--- config.mk ---
export PLATFORM = sky130hd
export DESIGN_NAME = alu_serial_seq
export DESIGN_NICKNAME = d
export VERILOG_FILES = /design/src/rtl/alu_serial_seq.sv
export SDC_FILE = /design/constraint.sdc
export NUM_CORES = 1
export LEC_CHECK = 0
export BUFFER_PORTS_ARGS = -buffer_cell sky130_fd_sc_hd__buf_2
export CELL_PAD_IN_SITES_DETAIL_PLACEMENT = 1
export CELL_PAD_IN_SITES_GLOBAL_PLACEMENT = 1
export CORE_ASPECT_RATIO = 1.25
export CORE_MARGIN = 2
export CORE_UTILIZATION = 46
export DETAILED_ROUTE_END_ITERATION = 7
export GPL_TIMING_DRIVEN = 0
export PLACE_DENSITY = 0.83
export SYNTH_ARGS = -nofsm -noshare
export SYNTH_HDL_FRONTEND = slang
export SYNTH_SLANG_ARGS = --single-unit
--- constraint.sdc ---
create_clock -name clk -period 3.5 [get_ports clk]
set_clock_uncertainty 0.2 [all_clocks]
set_input_delay 0.175 -clock clk [delete_from_list [all_inputs] [get_ports clk]]
set_output_delay 0.175 -clock clk [all_outputs]
set_load 0.005 [all_outputs]
--- src/rtl/alu_serial_seq.sv ---
`default_nettype none
// ============================================================================
// Module      : alu_serial_seq
// Description : Bit-serial ALU sequencer. It accepts an (opcode, A, B)
//               request, evaluates it one bit per cycle from LSB to MSB, and
//               returns the WIDTH-bit result and the final carry over a
//               valid/ready response handshake.
// Revision    : 1.0 - initial release
// ============================================================================
module alu_serial_seq #(
  parameter int WIDTH = 32
) (
  input  logic             clk,
  input  logic             rst_n,
  input  logic             req_valid,
  output logic             req_ready,
  input  logic [3:0]       req_opcode,
  input  logic [WIDTH-1:0] req_a,
  input  logic [WIDTH-1:0] req_b,
  output logic             rsp_valid,
  input  logic             rsp_ready,
  output logic [WIDTH-1:0] rsp_result,
  output logic             rsp_cout
);

  localparam int CNT_W = (WIDTH > 1) ? $clog2(WIDTH) : 1;
  localparam logic [CNT_W-1:0] c_last = CNT_W'(WIDTH - 1);

  localparam logic [3:0] c_op_add   = 4'd0;
  localparam logic [3:0] c_op_sub   = 4'd1;
  localparam logic [3:0] c_op_and   = 4'd2;
  localparam logic [3:0] c_op_or    = 4'd3;
  localparam logic [3:0] c_op_nor   = 4'd4;
  localparam logic [3:0] c_op_xor   = 4'd5;
  localparam logic [3:0] c_op_xnor  = 4'd6;
  localparam logic [3:0] c_op_nand  = 4'd7;
  localparam logic [3:0] c_op_pass_a = 4'd8;
  localparam logic [3:0] c_op_pass_b = 4'd9;
  localparam logic [3:0] c_op_zero  = 4'd10;
  localparam logic [3:0] c_op_slt   = 4'd11;
  localparam logic [3:0] c_op_sltu  = 4'd12;

  typedef enum logic [1:0] {
    S_IDLE = 2'd0,
    S_RUN  = 2'd1,
    S_DONE = 2'd2
  } state_t;

  state_t           r_state;
  logic [3:0]       r_op;
  logic [WIDTH-1:0] r_a;
  logic [WIDTH-1:0] r_b;
  logic [WIDTH-1:0] r_res;
  logic             r_carry;
  logic             r_lt;
  logic [CNT_W-1:0] r_cnt;
  logic             r_req_ready;
  logic             r_rsp_valid;
  logic [WIDTH-1:0] r_rsp_result;
  logic             r_rsp_cout;

  logic w_inv_b;
  logic w_arith;
  logic w_cmp;
  logic w_bb;
  logic w_sum;
  logic w_cnext;
  logic w_bit;

  // Subtract-style ops invert B and seed the carry with 1 (two's complement).
  assign w_inv_b = (r_op == c_op_sub) || (r_op == c_op_slt) || (r_op == c_op_sltu);
  assign w_cmp   = (r_op == c_op_slt) || (r_op == c_op_sltu);
  assign w_arith = (r_op == c_op_add) || w_inv_b;
  assign w_bb    = r_b[0] ^ w_inv_b;
  assign w_sum   = r_a[0] ^ w_bb ^ r_carry;
  assign w_cnext = (r_a[0] & w_bb) | (r_carry & (r_a[0] ^ w_bb));

  // Per-bit result select; logic ops use the uninverted B bit.
  always_comb begin
    w_bit = 1'b0;
    case (r_op)
      c_op_add, c_op_sub, c_op_slt, c_op_sltu: w_bit = w_sum;
      c_op_and:    w_bit = r_a[0] & r_b[0];
      c_op_or:     w_bit = r_a[0] | r_b[0];
      c_op_nor:    w_bit = ~(r_a[0] | r_b[0]);
      c_op_xor:    w_bit = r_a[0] ^ r_b[0];
      c_op_xnor:   w_bit = ~(r_a[0] ^ r_b[0]);
      c_op_nand:   w_bit = ~(r_a[0] & r_b[0]);
      c_op_pass_a: w_bit = r_a[0];
      c_op_pass_b: w_bit = r_b[0];
      c_op_zero:   w_bit = 1'b0;
      default:     w_bit = 1'b0;
    endcase
  end

  // Sequencer FSM: accept, shift WIDTH bits, then present the registered response.
  always_ff @(posedge clk or negedge rst_n) begin
    if (!rst_n) begin
      r_state      <= S_IDLE;
      r_op         <= 4'd0;
      r_a          <= '0;
      r_b          <= '0;
      r_res        <= '0;
      r_carry      <= 1'b0;
      r_lt         <= 1'b0;
      r_cnt        <= '0;
      r_req_ready  <= 1'b0;
      r_rsp_valid  <= 1'b0;
      r_rsp_result <= '0;
      r_rsp_cout   <= 1'b0;
    end else begin
      case (r_state)
        S_IDLE: begin
          r_req_ready <= 1'b1;
          if (req_valid && r_req_ready) begin
            r_op        <= req_opcode;
            r_a         <= req_a;
            r_b         <= req_b;
            r_res       <= '0;
            r_cnt       <= '0;
            r_carry     <= (req_opcode == c_op_sub) || (req_opcode == c_op_slt) ||
                           (req_opcode == c_op_sltu);
            r_req_ready <= 1'b0;
            r_state     <= S_RUN;
          end
        end
        S_RUN: begin
          r_res   <= {w_bit, r_res[WIDTH-1:1]};
          r_a     <= {1'b0, r_a[WIDTH-1:1]};
          r_b     <= {1'b0, r_b[WIDTH-1:1]};
          r_carry <= w_cnext;
          r_cnt   <= r_cnt + CNT_W'(1);
          if (r_cnt == c_last) begin
            // r_carry is the MSB carry-in here; cin^cout flags signed overflow.
            r_lt    <= (r_op == c_op_slt) ? ((r_carry ^ w_cnext) ^ w_sum) : ~w_cnext;
            r_state <= S_DONE;
          end
        end
        S_DONE: begin
          // Response registers load once on the first DONE cycle, then hold.
          if (!r_rsp_valid) begin
            r_rsp_valid  <= 1'b1;
            r_rsp_result <= w_cmp ? {{(WIDTH-1){1'b0}}, r_lt} : r_res;
            r_rsp_cout   <= w_arith & r_carry;
          end else if (rsp_ready) begin
            r_rsp_valid <= 1'b0;
            r_req_ready <= 1'b1;
            r_state     <= S_IDLE;
          end
        end
        default: begin
          r_state     <= S_IDLE;
          r_req_ready <= 1'b0;
          r_rsp_valid <= 1'b0;
        end
      endcase
    end
  end

  assign req_ready  = r_req_ready;
  assign rsp_valid  = r_rsp_valid;
  assign rsp_result = r_rsp_result;
  assign rsp_cout   = r_rsp_cout;

endmodule
`default_nettype wire

Word-level counts from Yosys, hierarchy flattened
Cells that the tools add are included.
Word-level totals
  bits of input ports: 72
  word-level logic and storage cells: 95
  register bits after elaboration: 144
Operators by class
  bitwise logic cells: 18
  reductions and logical operators: 18
  add/sub/neg operators: 1
  multiplexer cells: 25
  equal/unequal tests: 21
Operator list (count)
  case mux 32 bit (2 select lines): 3
  two-way mux 32 bit: 4
  == test 4 bit, second input constant: 6
  == test 4 x 3 -> 1 bit, second input constant: 4
  case mux 5 bit (2 select lines): 1
  case mux 1 bit (9 select lines): 1
  == test 4 x 1 -> 1 bit, second input constant: 2
  == test 4 x 2 -> 1 bit, second input constant: 2
  two-way mux 2 bit: 4
  != test 2 bit, second input constant: 4
  AND reduction 2 bit: 4
  two-way mux 1 bit: 7
  logical OR 1 bit: 6
  inverter 1 bit: 6
  case mux 2 bit (3 select lines): 1
  XOR 1 bit: 6
  adder 5 x 1 -> 5 bit, second input constant: 1
  == test 5 bit, second input constant: 1
  two-way mux 5 bit: 1
  AND 1 bit: 4
  zero test 4 bit: 1
  case mux 1 bit (2 select lines): 2
  AND reduction 4 bit: 1
  OR reduction 4 bit: 1
  9 further kinds: 10

Logic depth before layout (Yosys ltp)
  depth after elaboration: 10
  gate-level depth with buffers: 8
  gate-level depth less buffers: 7

Worst setup path before layout
No wires, ideal clock.
  path kind: flip-flop to flip-flop
  start: register r_op[1]
  end: register r_lt
  setup slack: 1335 ps
  cell stages (with the launch flop): 9
  path buffers: 1
  clock period less this slack: 2165 ps
  data required time: 3217 ps
  arrival: 1883 ps
  cells stage by stage: dfrtp_1 -> buf_2 -> xor2_1 -> o31a_1 -> xnor2_1 -> inv_1 -> fa_1 -> mux2_2 -> o21ai_0
Between the ends
  longest elaborated chain between the ends: 10
RTL lines
  from (decl): line 50  | logic [3:0] r_op;
  from (signal assigned): line 116  | r_op <= req_opcode;
  == test 4 x 1 -> 1 bit / == test 4 bit (equally long branches): line 71, 135
  logical OR 1 bit (2 in series): line 71  | assign w_inv_b = (r_op == c_op_sub) || (r_op == c_op_slt) || (r_op == c_op_sltu);
  XOR 1 bit: line 74  | assign w_bb = r_b[0] ^ w_inv_b;
  XOR 1 bit: line 75, 76
  AND 1 bit: line 76  | assign w_cnext = (r_a[0] & w_bb) | (r_carry & (r_a[0] ^ w_bb));
  bitwise OR 1 bit: line 76
  XOR 1 bit (2 in series): line 135  | r_lt <= (r_op == c_op_slt) ? ((r_carry ^ w_cnext) ^ w_sum) : ~w_cnext;
  two-way mux 1 bit *: line 135
  to (signal assigned): line 135
  to (decl): line 55  | logic r_lt;
Every way passes the cells marked *; elsewhere a longest branch is shown, timed or not.
A chain may end at the register's enable or synchronous reset.

Worst setup path after layout
Same ends and word-level chain as after synthesis.

==> reports/results.tsv <==
metric	value	unit
status	finished, final reports clean	
Detail Route Antenna Nets	0	
critical path class	flip-flop to flip-flop	
flop2flop setup slack	1.12	ns
largest net degree at the start of global routing	80	
main area contributors after synthesis	dfrtp_1, nand2_1, nor2_1	
CTS tree	done	
die footprint	14300	sq um
CTS root buf	clkbuf_16	
critical path cell sequence	buf_2, xor2_1, o31a_1, xnor2_1, inv_1, fa_1, mux2_2, o21ai_0	
Starting Density	46.7	%
number of synthesized flops with an enable pin	0	
worst skew pair latency	0.41	ns
IO buf count	106	
row cnt	47	
Clock Sinks	144	
# H-tree levels	4	
setup bufs post-CTS	0	
global-route wire length before repair	32.4	mm
unrepaired setup endpoints after global routing	no	
placed inst area	6930	sq um
fill count	1543	
Tightest Hold Check Type	primary input to async pin	
Worst Setup End Kind	flip-flop	
vias per inst	5.46	
Levels on crit path	8	
GRT Total Usage	29.1	%
Clk pwr share	27.2	%
TritonCTS buffer count	17	
P&R area growth vs syn	33.5	%
crit share post-route	68.0	%
IO Pins	107	
DRC errors left	0	
Max VDD drop	0.000387	V
Pint	4.18	mW
peak fanout along the critical path	10	
dominant cell type by area after synthesis	dfrtp_1	
Mapped Avg Cell Area	9.19	sq um
post-synthesis sequential area ratio	58.6	%
Wirelength per Cell	18.9	um
Synth Flop Type	dfrtp_1	
final instance area	8210	sq um
die width	107	um
critical path's largest stage delay	0.37	ns
Clock transition at path regs	0.06	ns
FMAX	420	MHz
maxcap violations	0	
synthesized area	6150	sq um
Max Buffers Root-to-Sink	2	
Setup Viol. Count Final	0	
Final Net Count	943	
pin slew with the least headroom to its limit	0.634	ns
global-route congestion overflow total	0	
Slew headroom	57.7	%
Sw Share	36.9	%
drt total wl	19.8	mm
Sequential Power Share	41.1	%
synthesized net count	747	
antenna cells	0	
Yosys cell types	40	
layout cells sized above 1	20.8	%
crit path max-delay cell type	dfrtp_1	
Die Span Y	133	um
via count	5732	
Worst Reg-to-Reg Cells	8	
P_sw	2.45	mW
Async SR Flop Fraction	100	%
antenna violations before repair	0	
Arrival @ worst endpoint	2.51	ns
number of global-route vias before repair	6457	
gp weighted congestion	0.782	
dpl ws	1.13	ns
TritonRoute pass-1 iters	4	
worst path bufs/invs	2	
PwrDens	806	nW/um^2
Pleak	4.00	nW
Critical Path RT	3.63	ns
synth warn	0	
Crit path max-delay family	XOR/XNOR gates	
minimum clock period	2.38	ns
Final Hold Vio Count	0	
final setup TNS	0	ns
Starting DRT DRC Count	182	
combinational share of power	31.8	%
Startpoint Class	flip-flop	
Placeable Area	13200	sq um
Syn Inst Count	669	
Slew Viols, Final	0	
Yosys top cell area share	58.6	%
final worst slack	1.12	ns
post-DP HPWL	11.3	mm
Synth Register Bits	144	
## registers in the layout, indices dropped and copies added (netlist names), 2 cells and up
signal and count:
r_a 32, r_b 32, r_res 32, rsp_result 32, r_cnt 5, r_op 4, r_state 2
## cell usage after synthesis (2+ instances only)
cell type,count
nand2b_1,7
o21ai_1,6
o22ai_1,62
mux2i_1,2
inv_1,6
nor2_1,125
nand3_1,37
nand2_1,153
buf_6,5
ha_1,4
dfrtp_1,144
nand4bb_1,2
a21oi_1,4
clkbuf_2,3
xnor2_1,2
a2111oi_0,2
and2_1,2
mux2_2,2
clkbuf_1,8
fa_1,2
and3_1,3
buf_2,31
buf_4,3
o21ai_0,38
## layout make-up
cell class / count / area (sq um) / share of cell area (%)
Tap cell: 171 / 214 / 2.61
Sequential cell: 144 / 3600 / 43.9
Timing Repair Buffer: 177 / 1260 / 15.4
Multi-Input combinational cell: 469 / 2250 / 27.4
Clock inverter: 13 / 139 / 1.69
Clock buffer: 19 / 443 / 5.39
Inverter: 6 / 22.5 / 0.274
Buffer: 50 / 279 / 3.40
## power groups by stage
| stage | sequential [mW] | combinational (mW) | clock (mW) |
|---|---|---|---|
| 2_1_floorplan | 2.57 | 1.39 | 0 |
| 3_3_place_gp | 2.64 | 1.76 | 0 |
| 3_5_place_dp | 2.69 | 1.90 | 0 |
| 4_1_cts | 2.68 | 2.00 | 1.82 |
| 5_1_grt | 2.77 | 2.34 | 1.89 |
| 6_report | 2.72 | 2.10 | 1.80 |
## logic make-up (layout without fill, tap and decap cells)
| family | count (synthesis) | count (layout) | synth area share [%] |
|---|---|---|---|
| compound gates | 118 | 118 | 11.3 |
| mux | 4 | 4 | 0.692 |
| xor+xnor | 3 | 3 | 0.427 |
| simple gates | 338 | 338 | 22.6 |
| flops | 144 | 144 | 58.6 |
| fa+ha+maj | 6 | 6 | 1.46 |
| buf+inv | 56 | 265 | 4.90 |
## final timing paths
kind,startpoint,end
worst max-delay path,r_op[1],r_lt
worst min-delay path,rst_n,rsp_result[25]
worst max register to register,r_op[1],r_lt
worst min register to register,rsp_result[15],rsp_result[15]
max in group asynchronous,rst_n,r_b[0]
min in group clk,req_valid,r_a[31]
## timing repair
item,4_1_cts,5_1_grt
setup endpoints to repair,0,0
hold endpoints to repair,136,0
resized for setup,0,0
hold buffers,70,0
## cell usage in the layout (no fill, tap or decap), types with 3 or more instances in the layout
master / n
nand2_1: 153
dfrtp_1: 144
buf_2: 136
nor2_1: 125
dlygate4sd3_1: 70
o22ai_1: 62
o21ai_0: 38
nand3_1: 37
clkbuf_16: 17
clkbuf_1: 9
nand2b_1: 7
inv_1: 6
buf_6: 6
o21ai_1: 6
clkinvlp_4: 5
a21oi_1: 4
ha_1: 4
and3_1: 3
clkbuf_2: 3
buf_4: 3
clkinv_2: 3
## metal layers
| layer | global-route usage [%] | vias up | routed length, um |
|---|---|---|---|
| li1 | - | 2631 | - |
| met1 | 32.5 | 2823 | 7630 |
| met2 | 52.6 | 205 | 10600 |
| met3 | 5.72 | 73 | 820 |
| met4 | 14.0 | 0 | 834 |
| met5 | 0 | - | 0 |
## stage by stage
| step | total power, mW | utilization, % | instances | hold WS (ns) |
|---|---|---|---|---|
| 2_1_floorplan | 3.96 | - | 669 | -0.321 |
| 3_3_place_gp | 4.40 | 52.3 | 946 | 0.171 |
| 3_5_place_dp | 4.59 | 52.6 | 947 | 0.0221 |
| 4_1_cts | 6.49 | 62.3 | 1049 | 0.153 |
| 5_1_grt | 7.00 | 62.3 | 1049 | 0.181 |
| 6_report | 6.62 | 62.3 | 1049 | 0.139 |
Power figures use the tool's default switching activity.
